$ cat src/rtl/axis_video_pkg.sv
// Shared definitions for the AXI4-Stream video scaler chain (yscaler / xscaler).
// Holds the common state encoding, default geometry widths and the pixel type.
package axis_video_pkg;

    // Default pixel and image-dimension widths used across the scaler chain
    localparam int unsigned C_PIXEL_WIDTH_DEF = 8;
    localparam int unsigned C_IMG_WBITS_DEF   = 12;

    // One 8-bit pixel sample
    typedef logic [C_PIXEL_WIDTH_DEF-1:0] pixel_t;

    // Line-processing states shared by the horizontal and vertical scalers
    typedef enum logic [1:0] {
        S_IDLE  = 2'd0,   // discard input until an accepted start-of-frame
        S_RUN   = 2'd1,   // hold / emit / retire pixels via the DDA
        S_PAD   = 2'd2,   // input line ended early: replicate last pixel
        S_DRAIN = 2'd3    // output line complete: drop input until EOL
    } vid_state_t;

    // True when a width pair cannot produce a meaningful line
    function automatic logic width_is_zero(input logic [C_IMG_WBITS_DEF-1:0] w);
        return (w == '0);
    endfunction

endpackage

$ cat src/rtl/axis_reg_slice.sv
// Single-entry valid/ready output register.
// Loads whenever the slot is empty or its current contents are being taken,
// so a full-rate stream passes with one cycle of latency and no bubbles.
module axis_reg_slice
    import axis_video_pkg::*;
#(
    parameter int unsigned C_DATA_WIDTH = C_PIXEL_WIDTH_DEF + 2
) (
    input  logic                    i_clk,
    input  logic                    i_rst,
    // upstream side
    input  logic                    i_valid,
    input  logic [C_DATA_WIDTH-1:0] i_data,
    output logic                    o_ready,
    // downstream side
    output logic                    o_valid,
    output logic [C_DATA_WIDTH-1:0] o_data,
    input  logic                    i_ready
);

    logic                    r_valid;
    logic [C_DATA_WIDTH-1:0] r_data;

    // Slot can accept when empty or when the held beat leaves this cycle
    assign o_ready = !r_valid || i_ready;
    assign o_valid = r_valid;
    assign o_data  = r_data;

    // Output slot register; contents stay stable while valid and not taken
    always_ff @(posedge i_clk or posedge i_rst) begin
        if (i_rst) begin
            r_valid <= 1'b0;
            r_data  <= '0;
        end else if (o_ready) begin
            r_valid <= i_valid;
            if (i_valid) begin
                r_data <= i_data;
            end
        end
    end

endmodule

$ cat src/rtl/axis_xscaler.sv
// Nearest-neighbour horizontal resampler for 8-bit AXI4-Stream video.
// Every ori_width-pixel input line becomes exactly scale_width output pixels
// using an error-accumulating DDA; short lines are padded, long lines drained.
module axis_xscaler
    import axis_video_pkg::*;
#(
    parameter int unsigned C_PIXEL_WIDTH = C_PIXEL_WIDTH_DEF,
    parameter int unsigned C_IMG_WBITS   = C_IMG_WBITS_DEF
) (
    input  logic                     clk,
    input  logic                     reset,
    input  logic [C_IMG_WBITS-1:0]   ori_width,
    input  logic [C_IMG_WBITS-1:0]   scale_width,
    input  logic                     s_axis_tvalid,
    input  logic [C_PIXEL_WIDTH-1:0] s_axis_tdata,
    input  logic                     s_axis_tuser,
    input  logic                     s_axis_tlast,
    output logic                     s_axis_tready,
    output logic                     m_axis_tvalid,
    output logic [C_PIXEL_WIDTH-1:0] m_axis_tdata,
    output logic                     m_axis_tuser,
    output logic                     m_axis_tlast,
    input  logic                     m_axis_tready
);

    localparam int unsigned C_SLOT_W = C_PIXEL_WIDTH + 2;

    // FSM and datapath registers
    vid_state_t               r_state;
    logic                     r_en;      // low for the first cycle after reset release
    logic                     r_held;    // a source pixel is currently held
    logic [C_PIXEL_WIDTH-1:0] r_pix;     // held source pixel
    logic                     r_last;    // held pixel carried input tlast
    logic                     r_first;   // next emit is j=0 of the first line of a frame
    logic [C_IMG_WBITS-1:0]   r_j;       // output pixel index within the line
    logic [C_IMG_WBITS:0]     r_err;     // DDA error: j*ori_width - i*scale_width
    logic [C_IMG_WBITS-1:0]   r_ow;      // latched ori_width
    logic [C_IMG_WBITS-1:0]   r_sw;      // latched scale_width

    // Combinational step signals
    logic                     w_slot_rdy;
    logic                     w_emit;
    logic [C_IMG_WBITS-1:0]   w_j_nx;
    logic [C_IMG_WBITS:0]     w_err_em;
    logic                     w_done;
    logic                     w_over;
    logic                     w_retire;
    logic                     w_to_pad;
    logic                     w_s_rdy;
    logic                     w_acc;
    logic                     w_sof;
    logic                     w_zero;
    logic [C_SLOT_W-1:0]      w_slot_in;
    logic [C_SLOT_W-1:0]      w_slot_out;

    // One DDA step: optional emit, then decide whether the held pixel retires
    always_comb begin
        w_emit   = r_held && w_slot_rdy &&
                   ((r_state == S_PAD) || (r_err < {1'b0, r_sw}));
        w_j_nx   = r_j + {{(C_IMG_WBITS-1){1'b0}}, w_emit};
        w_err_em = r_err + (w_emit ? {1'b0, r_ow} : '0);
        // Output line complete on the emit that reaches scale_width
        w_done   = w_emit && (w_j_nx == r_sw);
        // Error says the next output belongs to a later source pixel
        w_over   = r_held && (r_state == S_RUN) && (w_err_em >= {1'b0, r_sw});
        // An EOL pixel never retires on error alone; it pads instead
        w_retire = w_done || (w_over && !r_last);
        w_to_pad = w_over && r_last && !w_done;

        case (r_state)
            S_IDLE,
            S_DRAIN: w_s_rdy = 1'b1;
            S_RUN:   w_s_rdy = !r_held || w_retire;
            default: w_s_rdy = w_retire;
        endcase
        w_s_rdy = w_s_rdy && r_en;

        w_acc  = s_axis_tvalid && w_s_rdy;
        w_sof  = w_acc && s_axis_tuser;
        w_zero = width_is_zero(ori_width) || width_is_zero(scale_width);

        w_slot_in = {r_first, w_done, r_pix};
    end

    assign s_axis_tready = w_s_rdy;

    // Line/frame state machine, DDA counters and held-pixel register
    always_ff @(posedge clk or posedge reset) begin
        if (reset) begin
            r_state <= S_IDLE;
            r_en    <= 1'b0;
            r_held  <= 1'b0;
            r_pix   <= '0;
            r_last  <= 1'b0;
            r_first <= 1'b0;
            r_j     <= '0;
            r_err   <= '0;
            r_ow    <= '0;
            r_sw    <= '0;
        end else begin
            r_en <= 1'b1;
            if (w_sof) begin
                // Start of frame from any state: re-latch geometry, restart line
                r_ow   <= ori_width;
                r_sw   <= scale_width;
                r_j    <= '0;
                r_err  <= '0;
                r_pix  <= s_axis_tdata;
                r_last <= s_axis_tlast;
                if (w_zero) begin
                    r_state <= S_IDLE;
                    r_held  <= 1'b0;
                    r_first <= 1'b0;
                end else begin
                    r_state <= S_RUN;
                    r_held  <= 1'b1;
                    r_first <= 1'b1;
                end
            end else begin
                case (r_state)
                    S_IDLE: begin
                        r_held <= 1'b0;
                    end
                    S_DRAIN: begin
                        if (w_acc && s_axis_tlast) begin
                            r_state <= S_RUN;
                            r_j     <= '0;
                            r_err   <= '0;
                        end
                    end
                    default: begin
                        if (w_emit) begin
                            r_first <= 1'b0;
                        end
                        if (w_done) begin
                            // Output line finished; next line starts from zero
                            r_j   <= '0;
                            r_err <= '0;
                            if (r_last) begin
                                r_state <= S_RUN;
                                r_held  <= w_acc;
                                if (w_acc) begin
                                    r_pix  <= s_axis_tdata;
                                    r_last <= s_axis_tlast;
                                end
                            end else if (w_acc && s_axis_tlast) begin
                                // Surplus pixel taken this cycle was the EOL
                                r_state <= S_RUN;
                                r_held  <= 1'b0;
                            end else begin
                                r_state <= S_DRAIN;
                                r_held  <= 1'b0;
                            end
                        end else if (w_retire) begin
                            r_j    <= w_j_nx;
                            r_err  <= w_err_em - {1'b0, r_sw};
                            r_held <= w_acc;
                            if (w_acc) begin
                                r_pix  <= s_axis_tdata;
                                r_last <= s_axis_tlast;
                            end
                        end else if (!r_held) begin
                            if (w_acc) begin
                                r_held <= 1'b1;
                                r_pix  <= s_axis_tdata;
                                r_last <= s_axis_tlast;
                            end
                        end else begin
                            r_j   <= w_j_nx;
                            r_err <= w_err_em;
                            if (w_to_pad) begin
                                r_state <= S_PAD;
                            end
                        end
                    end
                endcase
            end
        end
    end

    axis_reg_slice #(
        .C_DATA_WIDTH (C_SLOT_W)
    ) u_slot (
        .i_clk   (clk),
        .i_rst   (reset),
        .i_valid (w_emit),
        .i_data  (w_slot_in),
        .o_ready (w_slot_rdy),
        .o_valid (m_axis_tvalid),
        .o_data  (w_slot_out),
        .i_ready (m_axis_tready)
    );

    assign m_axis_tuser = w_slot_out[C_SLOT_W-1];
    assign m_axis_tlast = w_slot_out[C_SLOT_W-2];
    assign m_axis_tdata = w_slot_out[C_PIXEL_WIDTH-1:0];

endmodule
$ cat config.mk
export PLATFORM = sky130hd
export DESIGN_NAME = axis_xscaler
export DESIGN_NICKNAME = d
export VERILOG_FILES = /design/src/rtl/axis_video_pkg.sv /design/src/rtl/axis_reg_slice.sv /design/src/rtl/axis_xscaler.sv
export SDC_FILE = /design/constraint.sdc
export NUM_CORES = 1
export LEC_CHECK = 0
export CAP_MARGIN = 20
export CORE_UTILIZATION = 40
export CTS_CLUSTER_DIAMETER = 150
export DETAILED_ROUTE_END_ITERATION = 8
export GPL_TIMING_DRIVEN = 0
export PLACE_DENSITY_LB_ADDON = 0.12
export REMOVE_ABC_BUFFERS = 1
export SLEW_MARGIN = 20
export SYNTH_ARGS = -nofsm -noshare
export SYNTH_HDL_FRONTEND = slang
export SYNTH_SLANG_ARGS = --single-unit
$ cat constraint.sdc
create_clock -name clk -period 10.1 [get_ports clk]
set_input_delay 2.02 -clock clk [delete_from_list [all_inputs] [get_ports clk]]
set_output_delay 2.02 -clock clk [all_outputs]
set_load 0.01 [all_outputs]
==> results_dict.tcl <==
set metrics [dict create \
    clock_network_latency_to_the_later_pin_of_the_worst_skew_pair_ns 0.35 \
    drc_violations 0 \
    critical_path_arrival_ns 7.37 \
    dr_total_vias 4631 \
    synth.ff_latch_count 74 \
    transition_time_at_the_pin_with_the_least_slew_margin_ns 0.803 \
    synth_area_um2 5300 \
    place.port_buffers 49 \
    post_synth_and_or_nand_nor_area_fraction 0.194 \
    power.leakage_nw 3.03 \
    grt_start_max_net_pins 45 \
    synth_edf_count 0 \
    yosys.area_share.xor_xnor 0.0480 \
    floorplan.initialDensity 0.415 \
    grt.total_usage 0.222 \
    numCtsBuffers 9 \
    gp_routability_congestion 0.815 \
    row_count 41 \
    power_density_cells_nw_per_um2 100 \
    most_common_cell_after_layout_fill_and_taps_aside "nand2_1" \
    ys.flop_type "dfrtp_1" \
    maxClockFrequency_mhz 106 \
    cts_root_buffer "clkbuf_16" \
    final.setup_skew_ns 0.00855 \
    ys_async_sr_fraction 1.00 \
    die_y_um 117 \
    hold_end "r_ow[5]$_DFFE_PP0P_" \
    critical_path_peak_fanout 20 \
    number_of_clock_sinks 74 \
    die_area_um2 13700 \
    number_of_antenna_violations_at_the_first_check_in_global_routing 0 \
    cts.path.max_buffers 2 \
    yosys.cell_types.count 67 \
    slew-limit-headroom 0.463 \
    critPathRequiredTime_ns 8.08 \
    design.final.nets 723 \
    period_needed_ns 9.39 \
    place_ws_ns -0.641 \
    hpwl_um 10100 \
    totalNegativeSetupSlack_ns 0 \
    nFillCells 1220 \
    muxShareOfSynthArea 0.0633 \
    hold_path_class "register to register" \
    number_of_global_route_vias_before_repair 4545 \
    congestion_overflow_gr 0 \
    timing.max_cap.violations 0 \
    crit_type "input pin to output port" \
    synth_compound_area_frac 0.195 \
    cts-htree-levels 3 \
    synth_fa_ha_area_frac 0.107 \
    layout-drive-gt1-share 0.0991 \
    die_w_um 117 \
    postSynthCellCount 597 \
    finalMaxSlewViolations 0 \
    drt-total-wl_um 14100 \
    regToRegEndpoint "r_err[2]$_DFFE_PP0P_" \
    rsz_0062_raised_after_global_routing "no" \
    total_iterations_of_the_first_detailed_routing_run 5 \
    area_delta_synth_final_pct 20.2 \
    setup_viol_count_final 0 \
    postRouteAntennaNets 0 \
    avgRoutedWirePerCell_um 17.2 \
    peakVddDrop_uv 73.9 \
    setup.worst_path.start_class "input pin" \
    r2r_setup_slk_ns 2.86 \
    hp-start "r_ow[5]$_DFFE_PP0P_" \
    cp-end-kind "output port" \
    period_utilization 0.930 \
    clk_slew_on_worst_s_h_paths_ns 0.06 \
    coreArea_um2 12800 \
    regToRegStartpoint "r_sw[4]$_DFFE_PP0P_" \
    first_pass_grt_wire_length_um 22700 \
    n_antenna_cell 0 \
    status "completed" \
    post_cts_hold_fix_bufs 0 \
    design.portCount 50 \
    yosysSeqAreaShare 0.350 \
    post_synthesis_mean_instance_area_um2 8.87 \
    timing.hold.worst_path_depth 2 \
    first_iter_violations 321 \
    largest_family_of_logic_cells_by_synthesized_area "compound AO/OA/AOI/OAI gates" \
    viasPerCell 5.66 \
    postLayoutSetupSlackWorst_ns 0.706 \
    hold_viol 0 \
    final_cell_mix "nand2_1 (85), dfrtp_1 (74), clkdlybuf4s50_1 (48)" \
    total_of_warnings_raised_by_yosys 0 \
    cts_tree "yes" \
    rr_worst_depth 27 \
]
state kept, by name, indices dropped and copies added (netlist names), 2 cells and up:
signal         cells
r_ow              12
u_slot.o_data     10
r_j               12
r_state            2
r_err             13
r_pix              8
r_sw              12
synthesized netlist by cell type, types with 4 or more instances:
master	number	area (um^2)
o2bb2ai_1	8	70.1
nand2b_1	8	50.1
xor2_1	12	105
ha_1	42	526
a21o_1	5	37.5
mux2_2	11	124
clkbuf_1	11	41.3
xnor2_1	17	149
o31a_1	4	35.0
dfrtp_1	74	1850
nand4_1	7	43.8
a21oi_1	42	210
nand2_1	85	319
nor3_1	6	30.0
mux2i_1	8	80.1
o211ai_1	6	45.0
inv_1	29	109
o21ai_0	32	160
a211oi_1	5	37.5
mux2_4	8	120
nor4_1	10	62.6
nor2_1	34	128
buf_2	11	55.1
or3_1	6	37.5
nand3_1	13	65.1
a31oi_1	13	81.3
nor2b_1	16	100
o21a_1	8	60.1
and3_1	9	56.3
worst max-delay path by stage:
stage	startpoint	depth (start not counted)	slack (ns)	to
floorplan	m_axis_tready	23	0.75	s_axis_tready
global placement	m_axis_tready	25	-2.94	r_err[9]$_DFFE_PP0P_
detailed placement	m_axis_tready	25	-0.64	s_axis_tready
CTS	m_axis_tready	26	0.03	s_axis_tready
global route	m_axis_tready	27	0.35	s_axis_tready
finish	m_axis_tready	27	0.71	s_axis_tready
metal layers:
| layer | global-route usage | vias to the layer above | share of wire |
|---|---|---|---|
| met5 | 0 | - | 0 |
| met4 | 0.100 | 0 | 0.022 |
| met3 | 0.0340 | 18 | 0.046 |
| met2 | 0.363 | 134 | 0.46 |
| met1 | 0.291 | 2242 | 0.47 |
| li1 | - | 2237 | - |
worst max-delay path, stage by stage:
cell             delay [ns]
clkdlybuf4s50_1        0.45
nand2b_1               0.11
nand2_1                0.10
nor4_4                 0.33
a21oi_4                0.16
buf_16                 0.21
nor2b_2                0.17
ha_1                   0.21
inv_1                  0.06
fa_1                   0.41
and2b_1                0.27
o31ai_1                0.12
a21oi_1                0.26
a21o_1                 0.15
a21oi_1                0.07
xnor2_1                0.16
ha_1                   0.38
and3_1                 0.22
and3_1                 0.21
o41ai_2                0.11
a211oi_2               0.33
nor3_4                 0.09
buf_4                  0.23
nand3_1                0.11
o21ai_0                0.09
a21oi_1                0.15
dlymetal6s2s_1         0.17
through the flow:
step	hold WS, ns	std cells	utilization	total power, W	instance area [um^2]
CTS	0.471	816	0.494	0.000647	6310
global placement	0.451	793	0.461	0.000327	5890
detailed placement	0.456	797	0.469	0.000329	5990
floorplan	0.438	572	-	0.000308	5180
finish	0.466	818	0.498	0.000638	6370
global route	0.498	818	0.498	0.000658	6370
logic make-up after synthesis:
logic type                 Yosys count
AOI/OAI and AO/OA                  156
xor gates and xnor gates            29
adders and majority gates           44
buffers and inverters               54
DFF                                 74
muxes                               28
other                                1
and+or+nand+nor                    211
where the power goes:
part | switching (W) | leakage, nW | internal (W) | total (W)
sequential | 0.000000132 | 0.969 | 0.000297 | 0.000297
combinational | 0.0000117 | 1.92 | 0.0000147 | 0.0000264
clock | 0.000145 | 0.135 | 0.000171 | 0.000315
cell type report:
cell class / count / area [um^2] / area share
multi-input combinational: 470 / 3300 / 0.518
timing repair buffer: 57 / 601 / 0.0943
clock buffer: 9 / 225 / 0.0354
sequential: 74 / 1850 / 0.291
tap: 172 / 215 / 0.0338
inverter: 29 / 111 / 0.0175
clock inverter: 7 / 61.3 / 0.00963
timing repair:
item | CTS | global route
buffers inserted | 2 | 2
endpoints found under the setup margin | 1 | 1
resized for setup | 1 | 6
pin swaps | 2 | 3
gates cloned | 1 | 0
Note: power is estimated with default switching activity, not from simulation.
